### config.mk
export PLATFORM = sky130hd
export DESIGN_NAME = tqvp_vga_scanout_ctrl
export DESIGN_NICKNAME = d
export VERILOG_FILES = /design/src/rtl/tqvp_vga_pkg.sv /design/src/rtl/tqvp_vga_rep_counter.sv /design/src/rtl/tqvp_vga_scanout_ctrl.sv
export SDC_FILE = /design/constraint.sdc
export NUM_CORES = 1
export LEC_CHECK = 0
export BUFFER_PORTS_ARGS = -buffer_cell sky130_fd_sc_hd__buf_2
export CORE_MARGIN = 2
export CORE_UTILIZATION = 52
export CTS_CLUSTER_SIZE = 12
export DETAILED_ROUTE_END_ITERATION = 6
export PLACE_DENSITY = 0.76
export SLEW_MARGIN = 20
export SYNTH_ARGS = -nofsm -noshare
export SYNTH_HDL_FRONTEND = slang
export SYNTH_SLANG_ARGS = --single-unit
export TNS_END_PERCENT = 1
### constraint.sdc
create_clock -name clk -period 2.4 [get_ports clk]
set_input_delay 0.24 -clock clk [delete_from_list [all_inputs] [get_ports clk]]
set_output_delay 0.24 -clock clk [all_outputs]
set_load 0.01 [all_outputs]
### src/rtl/tqvp_vga_pkg.sv
// Shared definitions for the VGA scan-out sequencer.
// Holds the default geometry parameters and the sequencer state encoding.
package tqvp_vga_pkg;

  localparam int DEF_PIXEL_COUNT = 384;
  localparam int DEF_IDX_W       = 9;
  localparam int DEF_REP_W       = 8;

  typedef enum logic [1:0] {
    ST_IDLE = 2'd0,
    ST_LINE = 2'd1,
    ST_HOLD = 2'd2,
    ST_DONE = 2'd3
  } scan_state_e;

endpackage

### src/rtl/tqvp_vga_rep_counter.sv
// Replication counter: counts enabled clocks from 0 up to limit, then wraps.
// Ports:
//   clk, rst_n : clock, synchronous active-low reset
//   en         : advance the count this cycle
//   clr        : force the count to 0 (wins over en)
//   limit      : terminal value; the count returns to 0 after reaching it
//   wrap       : combinational pulse, high when en is set and count == limit
module tqvp_vga_rep_counter
  import tqvp_vga_pkg::*;
#(
  parameter int REP_W = DEF_REP_W
) (
  input  logic             clk,
  input  logic             rst_n,
  input  logic             en,
  input  logic             clr,
  input  logic [REP_W-1:0] limit,
  output logic             wrap
);

  logic [REP_W-1:0] cnt_q, cnt_d;

  assign wrap = en && (cnt_q == limit);

  always_comb begin
    cnt_d = cnt_q;
    if (clr) begin
      cnt_d = '0;
    end else if (en) begin
      cnt_d = wrap ? '0 : cnt_q + 1'b1;
    end
  end

  always_ff @(posedge clk) begin
    if (!rst_n) cnt_q <= '0;
    else        cnt_q <= cnt_d;
  end

endmodule

### src/rtl/tqvp_vga_scanout_ctrl.sv
// Scan-out sequencer for the 1-bpp VGA peripheral. Converts beam-timing
// strobes into a framebuffer pixel index with programmable horizontal and
// vertical pixel replication, and owns the double-buffer bank select.
//
// Build option: define SCANOUT_WRAP_EN to make the pixel index wrap modulo
// PIXEL_COUNT (tiled image) instead of saturating and invalidating.
//
// Ports:
//   clk, rst_n            : clock, synchronous active-low reset
//   frame_start           : pulse at first active line of a frame
//   line_start            : pulse at first active pixel of each line
//   active                : beam in visible area
//   cfg_hrep / cfg_vrep   : clocks per pixel - 1 / lines per pixel row - 1
//   cfg_cols / cfg_rows   : pixels per row - 1 / pixel rows - 1
//   swap_req              : request a display-bank swap at next frame start
//   swap_pending          : swap requested but not yet applied
//   display_bank          : bank currently scanned out
//   pix_index, pix_valid  : registered VRAM index and its validity
//   done_irq              : one-cycle pulse when the last pixel row completes
module tqvp_vga_scanout_ctrl
  import tqvp_vga_pkg::*;
#(
  parameter int PIXEL_COUNT = DEF_PIXEL_COUNT,
  parameter int IDX_W       = DEF_IDX_W,
  parameter int REP_W       = DEF_REP_W
) (
  input  logic             clk,
  input  logic             rst_n,
  input  logic             frame_start,
  input  logic             line_start,
  input  logic             active,
  input  logic [REP_W-1:0] cfg_hrep,
  input  logic [REP_W-1:0] cfg_vrep,
  input  logic [5:0]       cfg_cols,
  input  logic [5:0]       cfg_rows,
  input  logic             swap_req,
  output logic             swap_pending,
  output logic             display_bank,
  output logic [IDX_W-1:0] pix_index,
  output logic             pix_valid,
  output logic             done_irq
);

  // One extra bit so row_base can hold PIXEL_COUNT itself when saturated.
  localparam int SW = IDX_W + 1;
  localparam logic [SW-1:0] PC_W = SW'(PIXEL_COUNT);

  scan_state_e      state_q, state_d;
  logic [5:0]       col_q, col_d;
  logic [5:0]       row_q, row_d;
  logic [SW-1:0]    row_base_q, row_base_d;
  logic [IDX_W-1:0] pix_index_q, pix_index_d;
  logic             pix_valid_q, pix_valid_d;
  logic             done_irq_q, done_irq_d;
  logic             display_bank_q, display_bank_d;
  logic             swap_pending_q, swap_pending_d;

  logic          line_go, h_en, h_clr, h_wrap, v_wrap, eol;
  logic [SW-1:0] sum, rb_next, idx_w, rb_upd;
  logic          in_range;
  logic          unused_idx_hi;

  // frame_start overrides everything, so it also suppresses line activity.
  assign line_go = !frame_start && (state_q == ST_LINE);
  assign h_en    = line_go && active;
  assign h_clr   = frame_start || (state_q == ST_HOLD && line_start);
  assign eol     = line_go && (!active || (h_wrap && col_q == cfg_cols));

  tqvp_vga_rep_counter #(.REP_W(REP_W)) u_hcnt (
    .clk(clk), .rst_n(rst_n), .en(h_en), .clr(h_clr), .limit(cfg_hrep), .wrap(h_wrap)
  );

  tqvp_vga_rep_counter #(.REP_W(REP_W)) u_vcnt (
    .clk(clk), .rst_n(rst_n), .en(eol), .clr(frame_start), .limit(cfg_vrep), .wrap(v_wrap)
  );

  assign sum      = row_base_q + SW'(col_q);
  assign rb_next  = row_base_q + SW'(cfg_cols) + SW'(1);
  assign in_range = (sum < PC_W);

`ifdef SCANOUT_WRAP_EN
  // row_base < PIXEL_COUNT and col < 64, so one subtraction is enough.
  assign idx_w  = in_range ? sum : sum - PC_W;
  assign rb_upd = (rb_next >= PC_W) ? rb_next - PC_W : rb_next;
`else
  assign idx_w  = sum;
  assign rb_upd = (rb_next >= PC_W) ? PC_W : rb_next;
`endif

  assign unused_idx_hi = idx_w[IDX_W];

  always_comb begin
    state_d        = state_q;
    col_d          = col_q;
    row_d          = row_q;
    row_base_d     = row_base_q;
    pix_index_d    = pix_index_q;
    pix_valid_d    = 1'b0;
    done_irq_d     = 1'b0;
    display_bank_d = display_bank_q;
    swap_pending_d = swap_pending_q | swap_req;

    if (frame_start) begin
      state_d    = ST_HOLD;
      row_d      = '0;
      row_base_d = '0;
      if (swap_pending_q) display_bank_d = ~display_bank_q;
      // A request coincident with frame_start waits for the next frame.
      swap_pending_d = swap_req;
    end else begin
      case (state_q)
        ST_HOLD: begin
          if (line_start) begin
            state_d = ST_LINE;
            col_d   = '0;
          end
        end
        ST_LINE: begin
          if (active) begin
`ifdef SCANOUT_WRAP_EN
            pix_index_d = idx_w[IDX_W-1:0];
            pix_valid_d = 1'b1;
`else
            // Out-of-range indices leave the last good index on the bus.
            if (in_range) pix_index_d = idx_w[IDX_W-1:0];
            pix_valid_d = in_range;
`endif
            if (h_wrap) col_d = col_q + 6'd1;
          end
        end
        default: ;
      endcase

      if (eol) begin
        state_d = ST_HOLD;
        if (v_wrap) begin
          row_base_d = rb_upd;
          row_d      = row_q + 6'd1;
          if (row_q == cfg_rows) begin
            state_d    = ST_DONE;
            done_irq_d = 1'b1;
          end
        end
      end
    end
  end

  always_ff @(posedge clk) begin
    if (!rst_n) begin
      state_q        <= ST_IDLE;
      col_q          <= '0;
      row_q          <= '0;
      row_base_q     <= '0;
      pix_index_q    <= '0;
      pix_valid_q    <= 1'b0;
      done_irq_q     <= 1'b0;
      display_bank_q <= 1'b0;
      swap_pending_q <= 1'b0;
    end else begin
      state_q        <= state_d;
      col_q          <= col_d;
      row_q          <= row_d;
      row_base_q     <= row_base_d;
      pix_index_q    <= pix_index_d;
      pix_valid_q    <= pix_valid_d;
      done_irq_q     <= done_irq_d;
      display_bank_q <= display_bank_d;
      swap_pending_q <= swap_pending_d;
    end
  end

  assign pix_index    = pix_index_q;
  assign pix_valid    = pix_valid_q;
  assign done_irq     = done_irq_q;
  assign display_bank = display_bank_q;
  assign swap_pending = swap_pending_q;

endmodule

==> After elaboration in Yosys (flattened, before gate mapping) <==
Cells that the tools add are included.
W data, S select, Z words.
{ "word_totals": {"in_bits": 34, "ff_bits": 53} }
{ "classes": {"bitwise_logic": 8, "reduce_logical": 26, "add_sub_neg": 7, "magnitude_cmp": 2, "muxes": 15, "eq_ne": 9} }
{ "op_table": {"columns": ["operator", "count"], "rows": [
  ["$add A10 B6 Y10", 2],
  ["$mux W6", 3],
  ["$add A8 B1 Y8 const B", 2],
  ["$eq A8 B8 Y1", 2],
  ["$mux W8", 2],
  ["$add A6 B1 Y6 const B", 2],
  ["$eq A6 B6 Y1", 2],
  ["$pmux W6 S2", 1],
  ["$add A10 B1 Y10 const B", 1],
  ["$ge A10 B9 Y1 const B", 1],
  ["$lt A10 B9 Y1 const B", 1],
  ["$mux W10", 1],
  ["$mux W2", 4],
  ["$reduce_and A2 Y1", 4],
  ["$reduce_or A4 Y1", 2],
  ["$logic_and A1 B1 Y1", 7],
  ["$not A1 Y1", 7],
  ["$ne A2 B2 Y1 const B", 3],
  ["$reduce_bool A2 Y1", 3],
  ["$reduce_bool A3 Y1", 2],
  ["$reduce_and A5 Y1", 1],
  ["$mux W1", 4],
  ["$reduce_and A4 Y1", 1],
  ["$reduce_or A2 Y1", 2],
  ["other kinds (5)", 7]
]} }

==> Depth between registers and ports, before layout <==
{ "depth": {"word_depth": 11, "ltp_mapped": 10, "ltp_nobuf": 10} }

==> Modules after synthesis <==
From an unflattened synthesis, not the netlist that was laid out.
{ "unflattened": {"cells_unflattened": 385, "hier_area_um2": 3323.2} }
{ "modules_own_cells": {"columns": ["module", "cells_each", "instances", "area_each_um2", "seq_area_each_um2"], "rows": [
  ["tqvp_vga_scanout_ctrl", 281, 1, 2399.8, 740.7],
  ["tqvp_vga_rep_counter", 52, 2, 461.7, 160.2]
]} }

==> Worst setup path after synthesis <==
OpenSTA, ideal clock, no wires.
{ "synth_timing": {"path_type": "register to register", "start": "register row_base_q[0]", "end": "register row_base_q[4]", "setup_ps": 101, "setup_slack_ps": 9, "t_arrival_ps": 2290, "period_less_slack_ps": 2391, "stages_incl_launch_ff": 11, "n_path_buf": 0, "t_required_ps": 2299, "path_cell_list": "dfxtp_1 -> inv_1 -> ha_1 -> inv_1 -> fa_1 -> a211oi_1 -> nor2_1 -> nor4bb_1 -> nor4b_2 -> o21ai_1 -> o41ai_1"} }
{ "synth_via": {"elab_chain_len": 4} }
{ "synth_lines": {"columns": ["item", "line_no", "rtl"], "rows": [
  ["from (decl)", "tqvp_vga_scanout_ctrl.sv:51", "logic [SW-1:0] row_base_q, row_base_d;"],
  ["from (signal assigned)", "tqvp_vga_scanout_ctrl.sv:163", "row_base_q <= row_base_d;"],
  ["$add A10 B6 Y10 *", "tqvp_vga_scanout_ctrl.sv:78", "assign rb_next = row_base_q + SW'(cfg_cols) + SW'(1);"],
  ["$add A10 B1 Y10 *", "tqvp_vga_scanout_ctrl.sv:78", null],
  ["$ge A10 B9 Y1", "tqvp_vga_scanout_ctrl.sv:87", "assign rb_upd = (rb_next >= PC_W) ? PC_W : rb_next;"],
  ["$mux W10 *", "tqvp_vga_scanout_ctrl.sv:87", null]
]} }
Mark *: on every way between the ends. The rest lies on a longest branch, timed or not.
A chain may end at the register's enable or synchronous reset.

==> Final worst setup path <==
Same ends and word-level chain as after synthesis.

==> metrics <==
Overall Power 1.57 mW; clk root buf clkbuf_8; CP Max Fanout 6; clock slew at reported path FFs 100 ps; vias in the first global route 2697; Max VDD drop 0.275 mV; clock buffer depth 2; largest area contributor in the netlist dfxtp_1; final worst setup slack -73.5 ps; syn nets 445; remaining antenna violation count 0; setup violators final 7; Synth Cell Area 3310 um2; total congestion overflow 0; initial antenna violation count 0; Synth Area in Compound Gates 0.157; cell count after synthesis 391; DR WL/cell 14.4 um; total CTS buffers 5; CTS sink count 53; clk_lat worst skew 310 ps; drc violations 0; worst min path class input port to register; final period utilization 1.03; IO Pins 47; DIE AREA 7010 um2; top cell type's share of synthesized area 0.321; # H-tree levels 2; Tot GR Track Use 0.216; Post-synth EDFFs 0; drt first-iter violations 147; most frequent cells in the layout dfxtp_1 (52), buf_2 (46), nor2_1 (41); total core area 6240 um2; Synth Area in XOR/XNOR 0.151; crit end category register; outcome complete, but fails checks; PwrDens 394 nW/um2; RSZ-0062 raised after global routing true; chip width 83.7 um; num rows 29; Post-synth ARST share 0; post-route minimum period 2470 ps; max-cap violations 0; Initial DRT Pass Iterations 4; Place WS -195 ps; Critical Path Source Type register; Synth area leaders dfxtp_1 (32%), xnor2_1 (10%), ha_1 (6.8%); Cell variety after synth 53; P_leak 1.63 nW; skew final 6.73 ps; PortBufs 46; first-pass GRT wire length 12.4 mm; Synth Area per Inst 8.46 um2; Post-Synth Simple-Gate Area 0.234; most common cell after layout, fill and taps aside dfxtp_1; Placer Congestion 0.877; area grow syn2layout 20.4%; vias post-DR 2978; FILL cells 549; failing checks negative setup slack; ys flop type dfxtp_1; placed cells 521; crit path DAT 2690 ps; Slew Viols, Final 0; maximum clock frequency 0.404 GHz; adder-cell share of the synthesized area 0.0802; Worst Max-Slew Pin Slew 608 ps; final setup TNS -266 ps; Seq/Total Area, Yosys 0.321; largest family of logic cells by synthesized area simple AND/OR/NAND/NOR gates; Setup CP Type register to register; share of cells above drive strength 1 0.230; ANT cells 0; Finished Layout Cells 534; dpl cell area 3730 um2; Die Ht 83.7 um; mux share of post-synthesis cell area 0.0212; Max transition margin 0.594; Final Hold Fails 0; final instance area 3980 um2; register bit total from synthesis 53; nets 510; initial core utilization 0.530; WL final 7.69 mm; yosys warns 0; DPL Wire Length 5.67 mm; DR vias/cell 5.58; Worst EP required 2620 ps; largest net degree at the start of global routing 19; CTS tree built
==> layout make-up <==
class,count,area [um2],area share
tap,77,96.3,0.0242
inverter,17,63.8,0.0160
timing repair buffer,70,423,0.106
clock buffer,5,68.8,0.0173
multi-input combinational,309,2250,0.564
sequential,53,1060,0.267
clock inverter,3,21.3,0.00534
==> worst max-delay path: stages (launching register included) <==
cell	delay [ps]
dfxtp_2	350
inv_2	60
ha_4	130
inv_2	40
fa_2	390
a211oi_2	250
nor2_1	100
nor4bb_4	180
nor4b_2	360
o21ai_2	190
o41ai_2	330
==> report_power, final <==
| part | leakage (nW) | internal, mW | total (mW) | switching [mW] |
|---|---|---|---|---|
| Combinational | 1.15 | 0.0702 | 0.159 | 0.0889 |
| Sequential | 0.428 | 0.884 | 0.887 | 0.00302 |
| Clock | 0.0445 | 0.208 | 0.523 | 0.315 |
| Total | 1.63 | 1.16 | 1.57 | 0.407 |
==> sequential cells by signal (all words and copies together), names as in the netlist <==
register	flops
col_q	6
state_q	2
pix_valid	1
u_vcnt.cnt_q	8
swap_pending	1
done_irq	1
row_base_q	10
pix_index	9
row_q	6
display_bank	1
u_hcnt.cnt_q	8
==> metal layers <==
layer,vias to the layer above,wire (um),GRT usage
li1,1530,-,-
met1,1382,3570,0.290
met2,56,3740,0.351
met3,10,261,0.0435
met4,0,112,0.0630
met5,-,0,0
==> Yosys cell counts (2+ instances only) <==
cell	count
dfxtp_1	53
nor2_1	41
xnor2_1	39
nand2_1	31
nand3_1	25
a21oi_1	19
ha_1	18
xor2_1	18
inv_1	17
o21ai_0	14
nand4_1	10
and3_1	8
clkbuf_1	8
a211oi_1	7
mux2i_1	7
nor3_1	7
or3_1	6
o41ai_1	5
a21o_1	4
and4_1	4
nor3b_1	4
nor2b_1	3
nor4_1	3
o21a_1	3
o31a_1	3
a31o_2	2
buf_2	2
fa_1	2
nand4_2	2
o21ai_1	2
o32ai_1	2
==> cells by family after synthesis <==
kind of cell             Yosys count
adder cells (fa/ha/maj)           20
AND/OR/NAND/NOR                  151
multiplexers                       7
AO/OA/AOI/OAI                     74
flip-flops                        53
XOR/XNOR                          57
buffers and inverters             29
==> stage by stage <==
step | utilization | hold WS, ps
after floorplan | - | 357
after CTS | 0.616 | 133
after global placement | 0.598 | 443
after global routing | 0.638 | 139
after detailed placement | 0.598 | 456
final | 0.638 | 134
==> what timing repair did <==
item                                    CTS  global route
setup buffers                             0             5
resized for setup                         4            20
pin swaps                                 3            10
hold buffers                              0             0
endpoints found under the setup margin   10            18
==> path summary, 6_finish.rpt <==
check                             startpoint                         end  slack (ps)  depth (start not counted)
setup reg to reg  row_base_q[0]$_SDFFE_PP0N_  row_base_q[4]$_SDFFE_PP0N_         -70                         10
hold reg to reg    pix_index[2]$_SDFFE_PN0P_   pix_index[2]$_SDFFE_PN0P_         460                          2
hold / removal                      swap_req     swap_pending$_SDFF_PN0_         130                          3
setup / recovery  row_base_q[0]$_SDFFE_PP0N_  row_base_q[4]$_SDFFE_PP0N_         -70                         10
Note: power is estimated with default switching activity, not from simulation.
